`config.mk`:
```
export PLATFORM = sky130hd
export DESIGN_NAME = gear_ecu
export DESIGN_NICKNAME = d
export VERILOG_FILES = /design/src/rtl/gear_ecu_pkg.sv /design/src/rtl/gear_ecu_gear.sv /design/src/rtl/gear_ecu.sv
export SDC_FILE = /design/constraint.sdc
export NUM_CORES = 1
export LEC_CHECK = 0
export CORE_UTILIZATION = 49
export CTS_CLUSTER_SIZE = 8
export DETAILED_ROUTE_END_ITERATION = 16
export GPL_ROUTABILITY_DRIVEN = 1
export PLACE_DENSITY = 0.83
export REMOVE_ABC_BUFFERS = 1
export SYNTH_ARGS = -nofsm -noshare
export SYNTH_HDL_FRONTEND = slang
export SYNTH_HIERARCHICAL = 1
export SYNTH_SLANG_ARGS = --single-unit
```
`constraint.sdc`:
```
create_clock -name CLK -period 6.45 [get_ports CLK]
set_input_delay 1.29 -clock CLK [delete_from_list [all_inputs] [get_ports CLK]]
set_output_delay 1.29 -clock CLK [all_outputs]
set_load 0.005 [all_outputs]
```
`src/rtl/gear_ecu_pkg.sv`:
```
// Shared definitions for the GeAr error-correction stage: FSM encoding and
// segment geometry helpers used by both the GeAr block and the ECU.
package gear_ecu_pkg;

    typedef enum logic [1:0] {
        ST_IDLE    = 2'd0,
        ST_DETECT  = 2'd1,
        ST_CORRECT = 2'd2,
        ST_DONE    = 2'd3
    } state_t;

    // Number of sub-adders in a GeAr(N, R, P) adder.
    function automatic int num_sub(input int n, input int r, input int p);
        return (n - r - p) / r + 1;
    endfunction

    function automatic bit geom_ok(input int n, input int r, input int p);
        return (r > 0) && ((n - r - p) % r == 0) && (num_sub(n, r, p) >= 2);
    endfunction

    // Lowest result bit (0-based) of segment j, j = 2..K.
    function automatic int seg_lo(input int j, input int r, input int p);
        return (j - 1) * r + p;
    endfunction

endpackage

```
`src/rtl/gear_ecu_gear.sv`:
```
// GeAr(N, R, P) approximate adder: the first sub-adder is exact, each later
// sub-adder predicts its carry-in from P overlap bits and keeps its top R bits.
module gear_ecu_gear
    import gear_ecu_pkg::*;
#(
    parameter int N = 16,
    parameter int R = 2,
    parameter int P = 6
) (
    input  logic [N-1:0] a,
    input  logic [N-1:0] b,
    input  logic         cin,
    output logic [N-1:0] sum,
    output logic         cout
);

    localparam int K = num_sub(N, R, P);

    assign sum[R+P-1:0] = a[R+P-1:0] + b[R+P-1:0] + {{(R+P-1){1'b0}}, cin};

    for (genvar j = 2; j <= K; j++) begin : g_sub
        localparam int LO = (j - 1) * R;
        localparam int OL = seg_lo(j, R, P);
        if (j < K) begin : g_mid
            assign sum[OL +: R] = R'(({1'b0, a[LO +: R+P]} + {1'b0, b[LO +: R+P]}) >> P);
        end else begin : g_last
            // Only the last sub-adder's carry leaves the adder.
            assign {cout, sum[OL +: R]} =
                (R+1)'(({1'b0, a[LO +: R+P]} + {1'b0, b[LO +: R+P]}) >> P);
        end
    end

endmodule

```
`src/rtl/gear_ecu.sv`:
```
// Sequential error detection/correction behind a GeAr adder: registers the
// approximate sum, then optionally ripples the exact carry one segment per cycle.
module gear_ecu
    import gear_ecu_pkg::*;
#(
    parameter int N     = 16,
    parameter int R     = 2,
    parameter int P     = 6,
    parameter int CNT_W = 16,
    localparam int K    = num_sub(N, R, P)
) (
    input  logic             CLK,
    input  logic             RST,
    input  logic             CORRECT_EN,
    input  logic             CNT_CLR,
    input  logic             IN_VALID,
    output logic             IN_READY,
    input  logic [N-1:0]     A,
    input  logic [N-1:0]     B,
    input  logic             CIN,
    output logic             OUT_VALID,
    input  logic             OUT_READY,
    output logic [N-1:0]     SUM,
    output logic             COUT,
    output logic [N-1:0]     APPROX_SUM,
    output logic [K-2:0]     ERR_FLAGS,
    output logic             ERROR,
    output logic [CNT_W-1:0] ERR_CNT,
    output logic [1:0]       DBG_STATE
);

    localparam int JW = $clog2(K + 1);

    if (!geom_ok(N, R, P)) begin : g_bad_geometry
        $error("gear_ecu: N-R-P must be a multiple of R and give at least two sub-adders");
    end

    // Handshake: a transfer happens on a rising edge where valid and ready are both 1.
    state_t             state_q, state_d;
    logic [N-1:0]       a_q, b_q, sum_q, approx_q;
    logic               cin_q, mode_q, carry_q, cout_q;
    logic [JW-1:0]      seg_j;
    logic [K-2:0]       flags_q;
    logic [CNT_W-1:0]   err_cnt_q;
    logic [N-1:0]       gear_sum;
    logic               gear_cout, seg1_carry, seg_c;
    logic [R-1:0]       a_seg, b_seg, ap_seg, seg_s;

    gear_ecu_gear #(.N(N), .R(R), .P(P)) u_gear (
        .a    (a_q),
        .b    (b_q),
        .cin  (cin_q),
        .sum  (gear_sum),
        .cout (gear_cout)
    );

    assign seg1_carry = 1'(({1'b0, a_q[R+P-1:0]} + {1'b0, b_q[R+P-1:0]}
                            + {{(R+P){1'b0}}, cin_q}) >> (R+P));

    always_comb begin
        a_seg  = '0;
        b_seg  = '0;
        ap_seg = '0;
        for (int j = 2; j <= K; j++) begin
            if (seg_j == JW'(j)) begin
                a_seg  = a_q[seg_lo(j, R, P) +: R];
                b_seg  = b_q[seg_lo(j, R, P) +: R];
                ap_seg = approx_q[seg_lo(j, R, P) +: R];
            end
        end
        {seg_c, seg_s} = {1'b0, a_seg} + {1'b0, b_seg} + {{R{1'b0}}, carry_q};
    end

    always_ff @(posedge CLK or posedge RST) begin
        if (RST) state_q <= ST_IDLE;
        else     state_q <= state_d;
    end

    always_comb begin
        state_d   = state_q;
        IN_READY  = 1'b0;
        OUT_VALID = 1'b0;
        case (state_q)
            ST_IDLE: begin
                IN_READY = 1'b1;
                if (IN_VALID) state_d = ST_DETECT;
            end
            ST_DETECT:  state_d = mode_q ? ST_CORRECT : ST_DONE;
            ST_CORRECT: if (seg_j == JW'(K)) state_d = ST_DONE;
            ST_DONE: begin
                OUT_VALID = 1'b1;
                if (OUT_READY) state_d = ST_IDLE;
            end
            default: state_d = ST_IDLE;
        endcase
    end

    always_ff @(posedge CLK or posedge RST) begin
        if (RST) begin
            a_q      <= '0;
            b_q      <= '0;
            cin_q    <= 1'b0;
            mode_q   <= 1'b0;
            sum_q    <= '0;
            approx_q <= '0;
            cout_q   <= 1'b0;
            carry_q  <= 1'b0;
            flags_q  <= '0;
            seg_j    <= '0;
        end else begin
            case (state_q)
                ST_IDLE: if (IN_VALID) begin
                    a_q    <= A;
                    b_q    <= B;
                    cin_q  <= CIN;
                    mode_q <= CORRECT_EN;
                end
                ST_DETECT: begin
                    approx_q <= gear_sum;
                    sum_q    <= gear_sum;
                    cout_q   <= gear_cout;
                    carry_q  <= seg1_carry;
                    flags_q  <= '0;
                    seg_j    <= JW'(2);
                end
                ST_CORRECT: begin
                    // Overwrite one segment with its exact value and flag any difference.
                    for (int j = 2; j <= K; j++) begin
                        if (seg_j == JW'(j)) begin
                            sum_q[seg_lo(j, R, P) +: R] <= seg_s;
                            flags_q[j-2]                <= (seg_s != ap_seg);
                        end
                    end
                    carry_q <= seg_c;
                    seg_j   <= seg_j + JW'(1);
                    if (seg_j == JW'(K)) cout_q <= seg_c;
                end
                default: ;
            endcase
        end
    end

    always_ff @(posedge CLK or posedge RST) begin
        if (RST)
            err_cnt_q <= '0;
        else if (CNT_CLR)
            err_cnt_q <= '0;
        else if (state_q == ST_DONE && OUT_READY && ERROR && err_cnt_q != '1)
            err_cnt_q <= err_cnt_q + CNT_W'(1);
    end

    assign SUM        = sum_q;
    assign COUT       = cout_q;
    assign APPROX_SUM = approx_q;
    assign ERR_FLAGS  = flags_q;
    assign ERROR      = |flags_q;
    assign ERR_CNT    = err_cnt_q;
    assign DBG_STATE  = state_q;

endmodule

```
==> results.yml, run 1 <==
cells_and_area:
  final_cells: 699
  finish.instance_area_sq_um: 6163
  fin_util: 0.6277
  final_nets: 639
  area_delta_synth_final_pct: 23.77
  antenna_cells: 0
  drive_gt1_frac: 0.1325
clock_network:
  clk_pin_slew_ns: 0.09
  clock_path_buffers: 2
  cts_resized: 0
  htree_levels: 3
  cts_buffers: 9
  cts_root_buf: "clkbuf_8"
  cts_sinks: 85
  insertion_delay_ns: 0.35
  cts_tree: "yes"
  post-cts-setup-buffers: 0
  ctsHoldBuffers: 0
die:
  die-area_sq_um: 10570
  core_region_area_sq_um: 9819
  die_w_um: 102.8
  rows: 36
  start_util: 0.5071
  die_y_um: 102.8
  ios: 97
global_route:
  antenna_found_initial: 0
  grt_most_used_layer: "met2"
  groute.usage.overall: 0.2318
  gr-usage-met1: 0.3063
  grt_pass1_vias: 3919
  grt-ovfl-total: 0
  grt_max_degree: 86
  grt_pass1_wl_um: 19000
  grt_use_met3: 0.03661
  met2_usage: 0.3841
sta:
  finalSetupViolations: 0
  finalHoldViolCount: 0
  period_needed_ns: 3.421
  setup_tns_ns: 0
  worst_slew_pin_slew_ns: 1.069
  worst_slack_ns: 3.029
  max_slew_margin: 0.2872
  rsz0062_at_grt: "no"
  skew_ns: 0.01547
  fmax_mhz: 292.3
  hold_slack_ns: 0.4934
  fin_crit_sh: 0.5304
  slew_viol_final: 0
placement:
  finalWeightedCongestion: 0.9319
  post_dp_cell_area_sq_um: 5986
  io_buffers: 96
  dp_hpwl_um: 8634
  dp_cells: 685
  dp_slack_ns: 3.066
critical_path:
  crit_type: "reg2reg"
  cp_cell_sequence: "inv_1, ha_1, nor2b_1, nand2_1, o211ai_1, o21ai_0, o21ai_0, fa_1, fa_1, or3_1, a22oi_1, o21ai_1"
  crit_cells: 12
  cp_slowest_cell: "nor2b_1"
  worstPathRequired_ns: 6.69
  worstPathArrival_ns: 3.66
  critPathBufInv: 1
  crit_family: "simple AND/OR/NAND/NOR gates"
  crit_fanout: 9
  cp-end-kind: "flip-flop"
  critical_path.max_stage_delay_ns: 0.54
  critPathLaunchType: "flip-flop"
  reg2reg_depth: 12
yosys:
  synth_top_family_by_area: "simple AND/OR/NAND/NOR gates"
  synth_top_area_share: 0.4271
  yosys_warnings: 6
  ys_ff_latch: 85
  synth-xor-area-share: 0.03693
  synth-seq-area-share: 0.4271
  syn_area_sq_um: 4980
  synth_top_area_cell: "dfrtp_1"
  synthAdderAreaFrac: 0.09899
  yosys.area_share.simple: 0.1497
  syn_inst: 480
  synth-compound-area-share: 0.1251
  avgSynthCellArea_sq_um: 10.37
  synthArstFlopShare: 1.000
  synth_edf_count: 0
  synthFlopType: "dfrtp_1"
  ys_top_cells_by_area: "dfrtp_1, mux2_2, ha_1"
  yosys-mux-area-fraction: 0.1171
  synth_cell_types: 62
worst_hold_path:
  holdPathStages: 2
  min_path_type: "reg2reg"
power:
  ir_drop_mv: 0.2405
  powerDensity_nw_per_um2: 562.8
  p_leak_nw: 2.675
  power_mw: 3.469
detailed_routing:
  drt_iter0_markers: 181
  route.detailed.drc: 0
  wirelength_um: 11570
  vias: 4031
  wl_per_cell_um: 16.55
  antenna_left: 0
  drt_first_pass_iters: 5
  routed_via_density: 5.767
status:
  status: "finished clean"
flow_run:
  drv_cap: 0
## per-layer routing
metal / vias to the layer above / routed length [um]
met4: 0 / 183
met5: - / 0
li1: 1897 / -
met1: 1989 / 5077
met2: 127 / 5665
met3: 18 / 641
## area by class of cell
cell class / count / area (sq um)
Fill cell: 838 / 3656
Multi-Input combinational cell: 346 / 2629
Sequential cell: 85 / 2127
Timing Repair Buffer: 98 / 975.9
Tap cell: 133 / 166.4
Clock buffer: 9 / 123.9
Inverter: 23 / 87.58
Clock inverter: 5 / 53.80
## path summary, 6_finish.rpt
| path | from | end | slack, ns |
|---|---|---|---|
| setup / recovery | seg_j[0]$_DFFE_PP0P_ | ERR_FLAGS[1]$_DFFE_PP0P_ | 3.03 |
| hold / removal | SUM[12]$_DFFE_PP0P_ | SUM[12]$_DFFE_PP0P_ | 0.49 |
| setup reg to reg | seg_j[0]$_DFFE_PP0P_ | ERR_FLAGS[1]$_DFFE_PP0P_ | 3.03 |
| hold reg to reg | SUM[12]$_DFFE_PP0P_ | SUM[12]$_DFFE_PP0P_ | 0.49 |
| max in group asynchronous | RST | a_q[8]$_DFFE_PP0P_ | 4.16 |
| min in group asynchronous | RST | ERR_CNT[4]$_DFFE_PP0P_ | 1.59 |
## flip-flops by register name, indices dropped and copies added (netlist names)
signal,flops
SUM,15
APPROX_SUM,9
ERR_FLAGS,4
a_q,16
COUT,1
carry_q,1
mode_q,1
cin_q,1
DBG_STATE,2
seg_j,3
ERR_CNT,16
b_q,16
## layout by cell type, fill, tap and decap left out, types with 3 or more instances in the layout
| master | Yosys | layout |
|---|---|---|
| clkdlybuf4s50_1 | 0 | 96 |
| dfrtp_1 | 85 | 85 |
| mux2_2 | 50 | 50 |
| nand2_1 | 46 | 46 |
| ha_1 | 33 | 33 |
| nor2_1 | 30 | 30 |
| inv_1 | 23 | 22 |
| o21ai_0 | 21 | 21 |
| a21oi_1 | 16 | 16 |
| xor2_1 | 16 | 16 |
| nand3_1 | 16 | 16 |
| nand4_1 | 11 | 11 |
| a21o_1 | 9 | 9 |
| clkbuf_8 | 0 | 9 |
| nor2b_1 | 7 | 7 |
| o211ai_1 | 7 | 7 |
| a32oi_1 | 5 | 5 |
| and3_1 | 5 | 5 |
| xnor2_1 | 5 | 5 |
| nor3_1 | 4 | 4 |
| clkinv_2 | 0 | 4 |
| nand4b_1 | 4 | 4 |
| fa_1 | 4 | 4 |
| a222oi_1 | 3 | 3 |
| a41oi_1 | 3 | 3 |
| or3_1 | 3 | 3 |
| o21ai_1 | 3 | 3 |
| a31oi_1 | 3 | 3 |
| a211oi_1 | 3 | 3 |
## worst reg2reg max path: stages, from the launching register on
cell and delay (ns):
dfrtp_1 0.41, inv_1 0.12, ha_1 0.17, nor2b_1 0.54, nand2_1 0.11, o211ai_1 0.20
o21ai_0 0.12, o21ai_0 0.24, fa_1 0.24, fa_1 0.53, or3_1 0.40, a22oi_1 0.17
o21ai_1 0.07
## Yosys cell counts (all sizes together) (2+ instances only)
master and instances:
clkbuf 14, xnor2 5, a211o 2, nand3 16
and2 2, mux2 50, a22oi 2, nand4b 4
nor4 4, a41oi 3, or3 3, nand4 12
nor3 4, nand2 47, and3 5, nand3b 2
fa 4, o211ai 7, a311oi 2, buf 12
a32o 2, xor2 16, a211oi 3, inv 23
a32oi 5, ha 33, o21ai 24, a31oi 3
dfrtp 85, mux2i 2, nor2b 7, nand2b 2
a222oi 3, a21o 9, nor2 30, a21oi 16
## kinds of logic after synthesis
group,Yosys count
AND/OR/NAND/NOR,145
AO/OA/AOI/OAI,91
flip-flops,85
multiplexers,52
buffers and inverters,49
adder cells (fa/ha/maj),37
XOR/XNOR,21
## report_power, final
part           internal (mW)  switching [mW]
registers              0.757           0.199
logic                   1.05            1.10
clock network          0.174           0.185
total                   1.98            1.49
Note: power is estimated with default switching activity, not from simulation.
==> inputs of run 2 (changes only) <==
==> constraint.sdc (replaced) <==
create_clock -name CLK -period 3.4 [get_ports CLK]
set_input_delay 0.68 -clock CLK [delete_from_list [all_inputs] [get_ports CLK]]
set_output_delay 0.68 -clock CLK [all_outputs]
set_load 0.005 [all_outputs]
==> run 2 against run 1 <==
Effect of this change: clock power up 76%; sequential cell count unchanged; utilization up 0.19 points; cell count up 0.57%; via count down 0.74%; clock skew down 0.0096 ns; worst hold slack worse by 0.021 ns; die area unchanged; critical path type unchanged.
==> results.yml, run 2 (synthesis results as in run 1) <==
sta:
  setup_tns_ns: 0
  max_slew_margin: 0.5680
  skew_ns: 0.005895
  fmax_mhz: 323.2
  period_needed_ns: 3.094
  slew_viol_final: 0
  rsz0062_at_grt: "no"
  finalSetupViolations: 0
  finalHoldViolCount: 0
  worst_slew_pin_slew_ns: 0.6480
  fin_crit_sh: 0.9099
detailed_routing:
  route.detailed.drc: 0
  wl_per_cell_um: 16.47
  drt_iter0_markers: 237
  antenna_left: 0
  wirelength_um: 11580
  vias: 4001
  routed_via_density: 5.691
  drt_first_pass_iters: 5
die:
  die-area_sq_um: 10570
  core_region_area_sq_um: 9819
  rows: 36
  ios: 97
  start_util: 0.5071
  die_y_um: 102.8
  die_w_um: 102.8
global_route:
  grt-ovfl-total: 0
  antenna_found_initial: 0
  groute.usage.overall: 0.2369
  grt_max_degree: 86
  grt_pass1_vias: 3764
  grt_pass1_wl_um: 18830
clock_network:
  insertion_delay_ns: 0.36
  clk_pin_slew_ns: 0.09
  cts_buffers: 9
  cts_root_buf: "clkbuf_8"
  post-cts-setup-buffers: 0
  htree_levels: 3
  cts_sinks: 85
  clock_path_buffers: 2
  cts_tree: "yes"
flow_run:
  drv_cap: 0
cells_and_area:
  final_common_cell: "clkdlybuf4s50_1"
  multi_input_area_sq_um: 2631
  final_nets: 641
  ff_latch_area_sq_um: 2127
  final_cell_mix: "clkdlybuf4s50_1, dfrtp_1, mux2_2"
  area_delta_synth_final_pct: 24.15
  antenna_cells: 0
  drive_gt1_frac: 0.1404
  fillers: 829
worst_hold_path:
  min_path_type: "reg2reg"
status:
  status: "finished clean"
placement:
  finalWeightedCongestion: 0.9019
  dp_hpwl_um: 8617
  io_buffers: 96
critical_path:
  rrSetupSlack_ns: 0.31
  cp-end-kind: "flip-flop"
  worstPathRequired_ns: 3.66
  worstPathArrival_ns: 3.35
  crit_fanout: 7
  critPathLaunchType: "flip-flop"
  crit_type: "reg2reg"
power:
  p_leak_nw: 2.674
  powerDensity_nw_per_um2: 1061
  power_mw: 6.557
  ir_drop_mv: 0.4914
[run 2: critical path: stages (launching register included)]
cell and delay (ns):
dfrtp_1 0.41, inv_1 0.13, ha_1 0.19, nor2b_1 0.24, nand2_1 0.10, o211ai_1 0.18
o21ai_0 0.11, o21ai_0 0.23, fa_1 0.24, fa_1 0.53, or3_1 0.40, a22oi_1 0.16
o21ai_1 0.08
[run 2: timing repair]
| item | CTS | global route |
|---|---|---|
| setup endpoints to repair | 0 | 1 |
| resized for setup | 0 | 1 |
| hold buffers | 0 | 0 |
[run 2: final timing paths]
check	to	cells past startpoint	start
max in group asynchronous	a_q[15]$_DFFE_PP0P_	3	RST
setup / recovery	ERR_FLAGS[1]$_DFFE_PP0P_	12	seg_j[0]$_DFFE_PP0P_
hold / removal	SUM[12]$_DFFE_PP0P_	2	SUM[12]$_DFFE_PP0P_
hold reg to reg	SUM[12]$_DFFE_PP0P_	2	SUM[12]$_DFFE_PP0P_
min in group asynchronous	ERR_CNT[4]$_DFFE_PP0P_	3	RST
setup reg to reg	ERR_FLAGS[1]$_DFFE_PP0P_	12	seg_j[0]$_DFFE_PP0P_
[run 2: power by group]
| part | internal, mW | switching, mW | total (mW) |
|---|---|---|---|
| Combinational | 2.02 | 2.09 | 4.11 |
| Sequential | 1.44 | 0.383 | 1.82 |
| Clock | 0.259 | 0.371 | 0.630 |
[run 2: final cells by class]
type                       instances  share of cell area
clock inverter                     7            0.006881
sequential                        85              0.3441
timing repair buffer             100              0.1623
inverter                          23             0.01417
tap                              133             0.02692
clock buffer                       9             0.02004
multi-input combinational        346              0.4256
[run 2: routing by layer]
layer	part of all wire	global-route usage	routed length [um]	up-vias
met5	0	0	0	-
met4	0.016	0.07584	180	0
met3	0.076	0.06780	874	16
met2	0.47	0.3856	5492	150
met1	0.43	0.3058	5028	1936
li1	-	-	-	1899
[run 2: through the flow]
stage                     hold WS (ns)  utilization  cells  setup WS (ns)  instance area, sq um
final                           0.4720       0.6296    703         0.3062                  6182
after global routing            0.5135       0.6296    703       0.004059                  6182
after CTS                       0.4750       0.6293    703         0.2190                  6180
after detailed placement        0.4558       0.6124    687         0.2344                  6013
after global placement          0.4556       0.6124    687         0.3315                  6013
after floorplan                 0.4607            -    454         0.4096                  4842
==> patch 1, RTL diff (flow settings as in run 2) <==
`P` is set to 6 in 2 places; all go to 8.
--- a/src/rtl/gear_ecu_gear.sv
+++ b/src/rtl/gear_ecu_gear.sv
@@ -5,7 +5,7 @@
 #(
     parameter int N = 16,
     parameter int R = 2,
-    parameter int P = 6
+    parameter int P = 8
 ) (
     input  logic [N-1:0] a,
     input  logic [N-1:0] b,
--- a/src/rtl/gear_ecu.sv
+++ b/src/rtl/gear_ecu.sv
@@ -5,7 +5,7 @@
 #(
     parameter int N     = 16,
     parameter int R     = 2,
-    parameter int P     = 6,
+    parameter int P     = 8,
     parameter int CNT_W = 16,
     localparam int K    = num_sub(N, R, P)
 ) (
Interface: changed (resized ERR_FLAGS); port bits go from 97 to 96. No check against the original RTL was run, so the function may have changed too.
==> patch 1 against run 2 <==
Power decreased by 0.71%; final cell count decreased by 4.1%; synthesized area decreased by 2.8%; global-route usage decreased by 1.2 points; wire length decreased by 7.5%; sequential cell count decreased by 3; design area decreased by 2.4%; setup slack got worse by 0.052 ns.
==> patch 1: results (changes against run 2) <==
status -> finished, final reports clean (unchanged)
nets -> 617 (was 641)
Synth area leaders -> dfrtp_1, mux2_2, ha_1 (unchanged)
fraction of layout cells with a size suffix above 1 -> 14.7% (was 14.0%)
Rel. slew slack -> 46.0% (was 56.8%)
worst reg2reg startpoint -> seg_j[2] (was seg_j[0])
Pleak -> 0.00260 uW (was 0.00267 uW)
Clock Path Buffers -> 2 (unchanged)
Synth Area in Adders -> 10.4% (was 9.90%)
Via density -> 5.73 (was 5.69)
worst-skew pair later-pin latency -> 0.37 ns
Worst path most repeated cell -> fa_1
Hold Crit Start -> SUM[14] (was SUM[12])
gr usage total -> 22.5% (was 23.7%)
worst reg-to-reg path cell count -> 10 (was 12)
maximum VDD drop -> 0.533 mV (was 0.491 mV)
Seq/Total Area, Yosys -> 42.4% (was 42.7%)
CP Max Fanout -> 13 (was 7)
Critical R2R Capture -> ERR_FLAGS[0] (was ERR_FLAGS[1])
first-pass GRT wire length -> 17.9 mm (was 18.8 mm)
crit share post-route -> 92.5% (was 91.0%)
WL per Instance -> 15.9 um (was 16.5 um)
Synth top cells by count -> dfrtp_1, mux2_2, nand2_1, ha_1, a21oi_1 (was dfrtp_1, mux2_2, nand2_1, ha_1, nor2_1)
Filler Cell Count -> 741 (was 829)
post-synthesis xor/xnor area fraction -> 4.52% (was 3.69%)
Antenna Cells -> 0 (unchanged)
Yosys cell types -> 52 (was 62)
Iteration-0 DRC Markers -> 200 (was 237)
GPL Wtd Cong -> 0.923 (was 0.902)
post-synthesis mux area share -> 12.5% (was 11.7%)
max incr delay on CP -> 0.62 ns (was 0.53 ns)
CP arrival -> 3.41 ns (was 3.35 ns)
count of input and output buffers -> 95 (was 96)
r2r setup slk -> 0.25 ns (was 0.31 ns)
Detailed Place HPWL -> 8.21 mm (was 8.62 mm)
pin count of the biggest net entering global routing -> 47 (was 86)
Post-DP Area -> 5820 sq um (was 6010 sq um)
initial antenna violation count -> 0 (unchanged)
Worst Skew -> 0.0131 ns (was 0.00590 ns)
Worst-path clk slew -> 0.09 ns (about the same)
vias in the first global route -> 3,775 (was 3,764)
post-synthesis compound-gate area fraction -> 13.5% (was 12.5%)
Worst Hold Path Cells -> 2 (unchanged)
Worst Hold End -> SUM[14] (was SUM[12])
Max H-tree Level -> 3 (unchanged)
==> patch 1: changes by cell type in the layout (fill, tap and decap cells not counted), moves of 5 or more <==
cell / delta
o211ai_1: -5
xnor2_1: +11
xor2_1: -7
a21oi_1: +14
nand2_1: -11
==> patch 1: timing repair <==
item | CTS | global route
setup buffers | 0 | 0
hold buffers | 0 | 0
hold endpoints to repair | 0 | 0
gates resized for setup | 0 | 1
endpoints found under the setup margin | 0 | 2
==> patch 1: layout make-up <==
class | count | area, sq um | share of cell area (%)
Clock inverter | 6 | 66.3 | 1.10
Clock buffer | 10 | 138 | 2.28
Multi-Input combinational cell | 329 | 2550 | 42.3
Sequential cell | 82 | 2050 | 34.0
Timing Repair Buffer | 98 | 986 | 16.3
Tap cell | 129 | 161 | 2.68
Inverter | 20 | 76.3 | 1.27
==> patch 1: metal layers <==
metal  track usage, %  wire [um]  up-vias
met5                0          0        -
met4             10.8        267        0
met3             3.52        548       27
met2             38.4       5420      144
met1             27.9       4470     1872
li1                 -          -     1816
==> patch 1: where the power goes <==
group | internal (uW) | switching [uW] | total (uW)
clock network | 361 | 367 | 728
logic | 2000 | 2030 | 4030
registers | 1390 | 367 | 1760
==> patch 1: through the flow <==
stage                     utilization, %  std cells  worst slack [ns]  hold WS [ns]  power [uW]
after floorplan                        -        431             0.588         0.463        4440
after global placement              61.9        658             0.418         0.455        5570
after detailed placement            61.9        658             0.187         0.476        5750
after CTS                           64.0        674             0.165         0.496        6490
after global routing                64.1        674             0.102         0.528        7040
final                               64.1        674             0.254         0.492        6510
==> patch 2, RTL diff (settings of run 2) <==
Without the edit above. Reset style: synchronous (`RST`), changed in 3 clocked blocks.
--- a/src/rtl/gear_ecu.sv
+++ b/src/rtl/gear_ecu.sv
@@ -71,7 +71,7 @@
         {seg_c, seg_s} = {1'b0, a_seg} + {1'b0, b_seg} + {{R{1'b0}}, carry_q};
     end
 
-    always_ff @(posedge CLK or posedge RST) begin
+    always_ff @(posedge CLK) begin
         if (RST) state_q <= ST_IDLE;
         else     state_q <= state_d;
     end
@@ -95,7 +95,7 @@
         endcase
     end
 
-    always_ff @(posedge CLK or posedge RST) begin
+    always_ff @(posedge CLK) begin
         if (RST) begin
             a_q      <= '0;
             b_q      <= '0;
@@ -140,7 +140,7 @@
         end
     end
 
-    always_ff @(posedge CLK or posedge RST) begin
+    always_ff @(posedge CLK) begin
         if (RST)
             err_cnt_q <= '0;
         else if (CNT_CLR)
Function: differs if RST is asserted again (counterexample within 4 cycles, from zero or initial values and one cycle with RST high); with RST held inactive, the same outputs for 10 cycles.
==> patch 2 against run 2 <==
Wire length decreased by 2.3%; setup slack got worse by 0.12 ns; sequential share of layout area is 5.5 points lower; non-clock buffer count stayed put; sequential cell count is the same; via count increased by 6.1%; design area decreased by 4.7%; synthesized area down 6.0%; utilization is 0.78 points higher.
Power is not compared: it rests on default switching activity, and its combinational part moved more than twofold at a synthesized area within 25%.
==> patch 2: results (changes against run 2) <==
CP startpoint -> seg_j[0] (unchanged)
Detailed Place HPWL -> 8.45 mm (was 8.62 mm)
Seq/Total Area, Yosys -> 36.4% (was 42.7%)
crit path to -> ERR_FLAGS[3] (was ERR_FLAGS[1])
Synth Area in Adders -> 10.5% (was 9.90%)
Yosys cell types -> 56 (was 62)
post-synthesis compound-gate area fraction -> 17.6% (was 12.5%)
post-synthesis xor/xnor area fraction -> 3.93% (was 3.69%)
dpl cells -> 774 (was 687)
WL final -> 11.3 mm (was 11.6 mm)
CP Max Fanout -> 6 (was 7)
status -> finished, final reports clean (unchanged)
Synth top cells by count -> nand2_1, dfxtp_1, a21oi_1, nor2_1, ha_1 (was dfrtp_1, mux2_2, nand2_1, ha_1, nor2_1)
r2r setup slk -> 0.18 ns (was 0.31 ns)
Synth area leaders -> dfxtp_1, ha_1, nand2_1 (was dfrtp_1, mux2_2, ha_1)
ys async rst share -> 0% (was 100%)
syn avg cell area -> 8.10 sq um (was 10.4 sq um)
first-pass GRT wire length -> 18.7 mm (was 18.8 mm)
nets -> 732 (was 641)
Gate power share -> 39.3%
fraction of layout cells with a size suffix above 1 -> 4.08% (was 14.0%)
Rel. slew slack -> 54.6% (was 56.8%)
max incr delay on CP -> 0.45 ns (was 0.53 ns)
vias in the first global route -> 4,038 (was 3,764)
Iteration-0 DRC Markers -> 210 (was 237)
Top FF cell, synth -> dfxtp_1 (was dfrtp_1)
Via density -> 5.37 (was 5.69)
pin count of the biggest net entering global routing -> 39 (was 86)
GPL Wtd Cong -> 0.858 (was 0.902)
fmax -> 0.311 GHz (was 0.323 GHz)
post-synthesis mux area share -> 4.09% (was 11.7%)
gr usage total -> 23.5% (was 23.7%)
Worst Skew -> 0.0143 ns (was 0.00590 ns)
worst slack at placement -> 0.238 ns (was 0.234 ns)
patch 2: cell count changes in the layout (fill, tap and decap cells not counted), moves of 8 or more:
cell,delta
nand2_1,+55
nor2_1,+25
mux2i_1,+16
dfrtp_1,-85
xnor2_1,+8
a21oi_1,+51
mux2_2,-49
dfxtp_1,+85
xor2_1,-8
patch 2: worst min path at each step:
stage / cells after the start / slack, ns / to / start
global placement: 2 / 0.45 / mode_q / mode_q
CTS: 2 / 0.47 / mode_q / mode_q
finish: 2 / 0.47 / mode_q / mode_q
global route: 2 / 0.50 / mode_q / mode_q
detailed placement: 2 / 0.46 / mode_q / mode_q
floorplan: 2 / 0.43 / mode_q / mode_q
patch 2: critical path: cells and delay by family, from the launching register on:
family	cells	cell delay [ns]
flops	1	0.34
compound gates	5	1.08
simple gates	3	0.68
buf+inv	1	0.12
fa+ha+maj	3	0.88
patch 2: kinds of logic (layout without fill, tap and decap cells):
kind of cell | after synthesis | after routing
buffers and inverters | 54 | 137
DFF | 85 | 85
adders and majority gates | 37 | 37
and+or+nand+nor | 227 | 227
muxes | 19 | 19
xor gates and xnor gates | 21 | 21
AOI/OAI and AO/OA | 135 | 135
patch 2: final cells by class:
class	instances	area (sq um)
fill	789	3350
clock inverter	5	83.8
clock buffer	11	141
multi-input combinational	439	2740
inverter	21	78.8
sequential	85	1700
timing repair buffer	100	986
tap	129	161
patch 2: routing by layer:
layer,vias to the layer above,track usage (%),wire length (um)
met5,-,0,0
li1,2160,-,-
met1,1924,29.6,5170
met4,0,10.7,189
met3,21,3.02,529
met2,141,40.1,5430
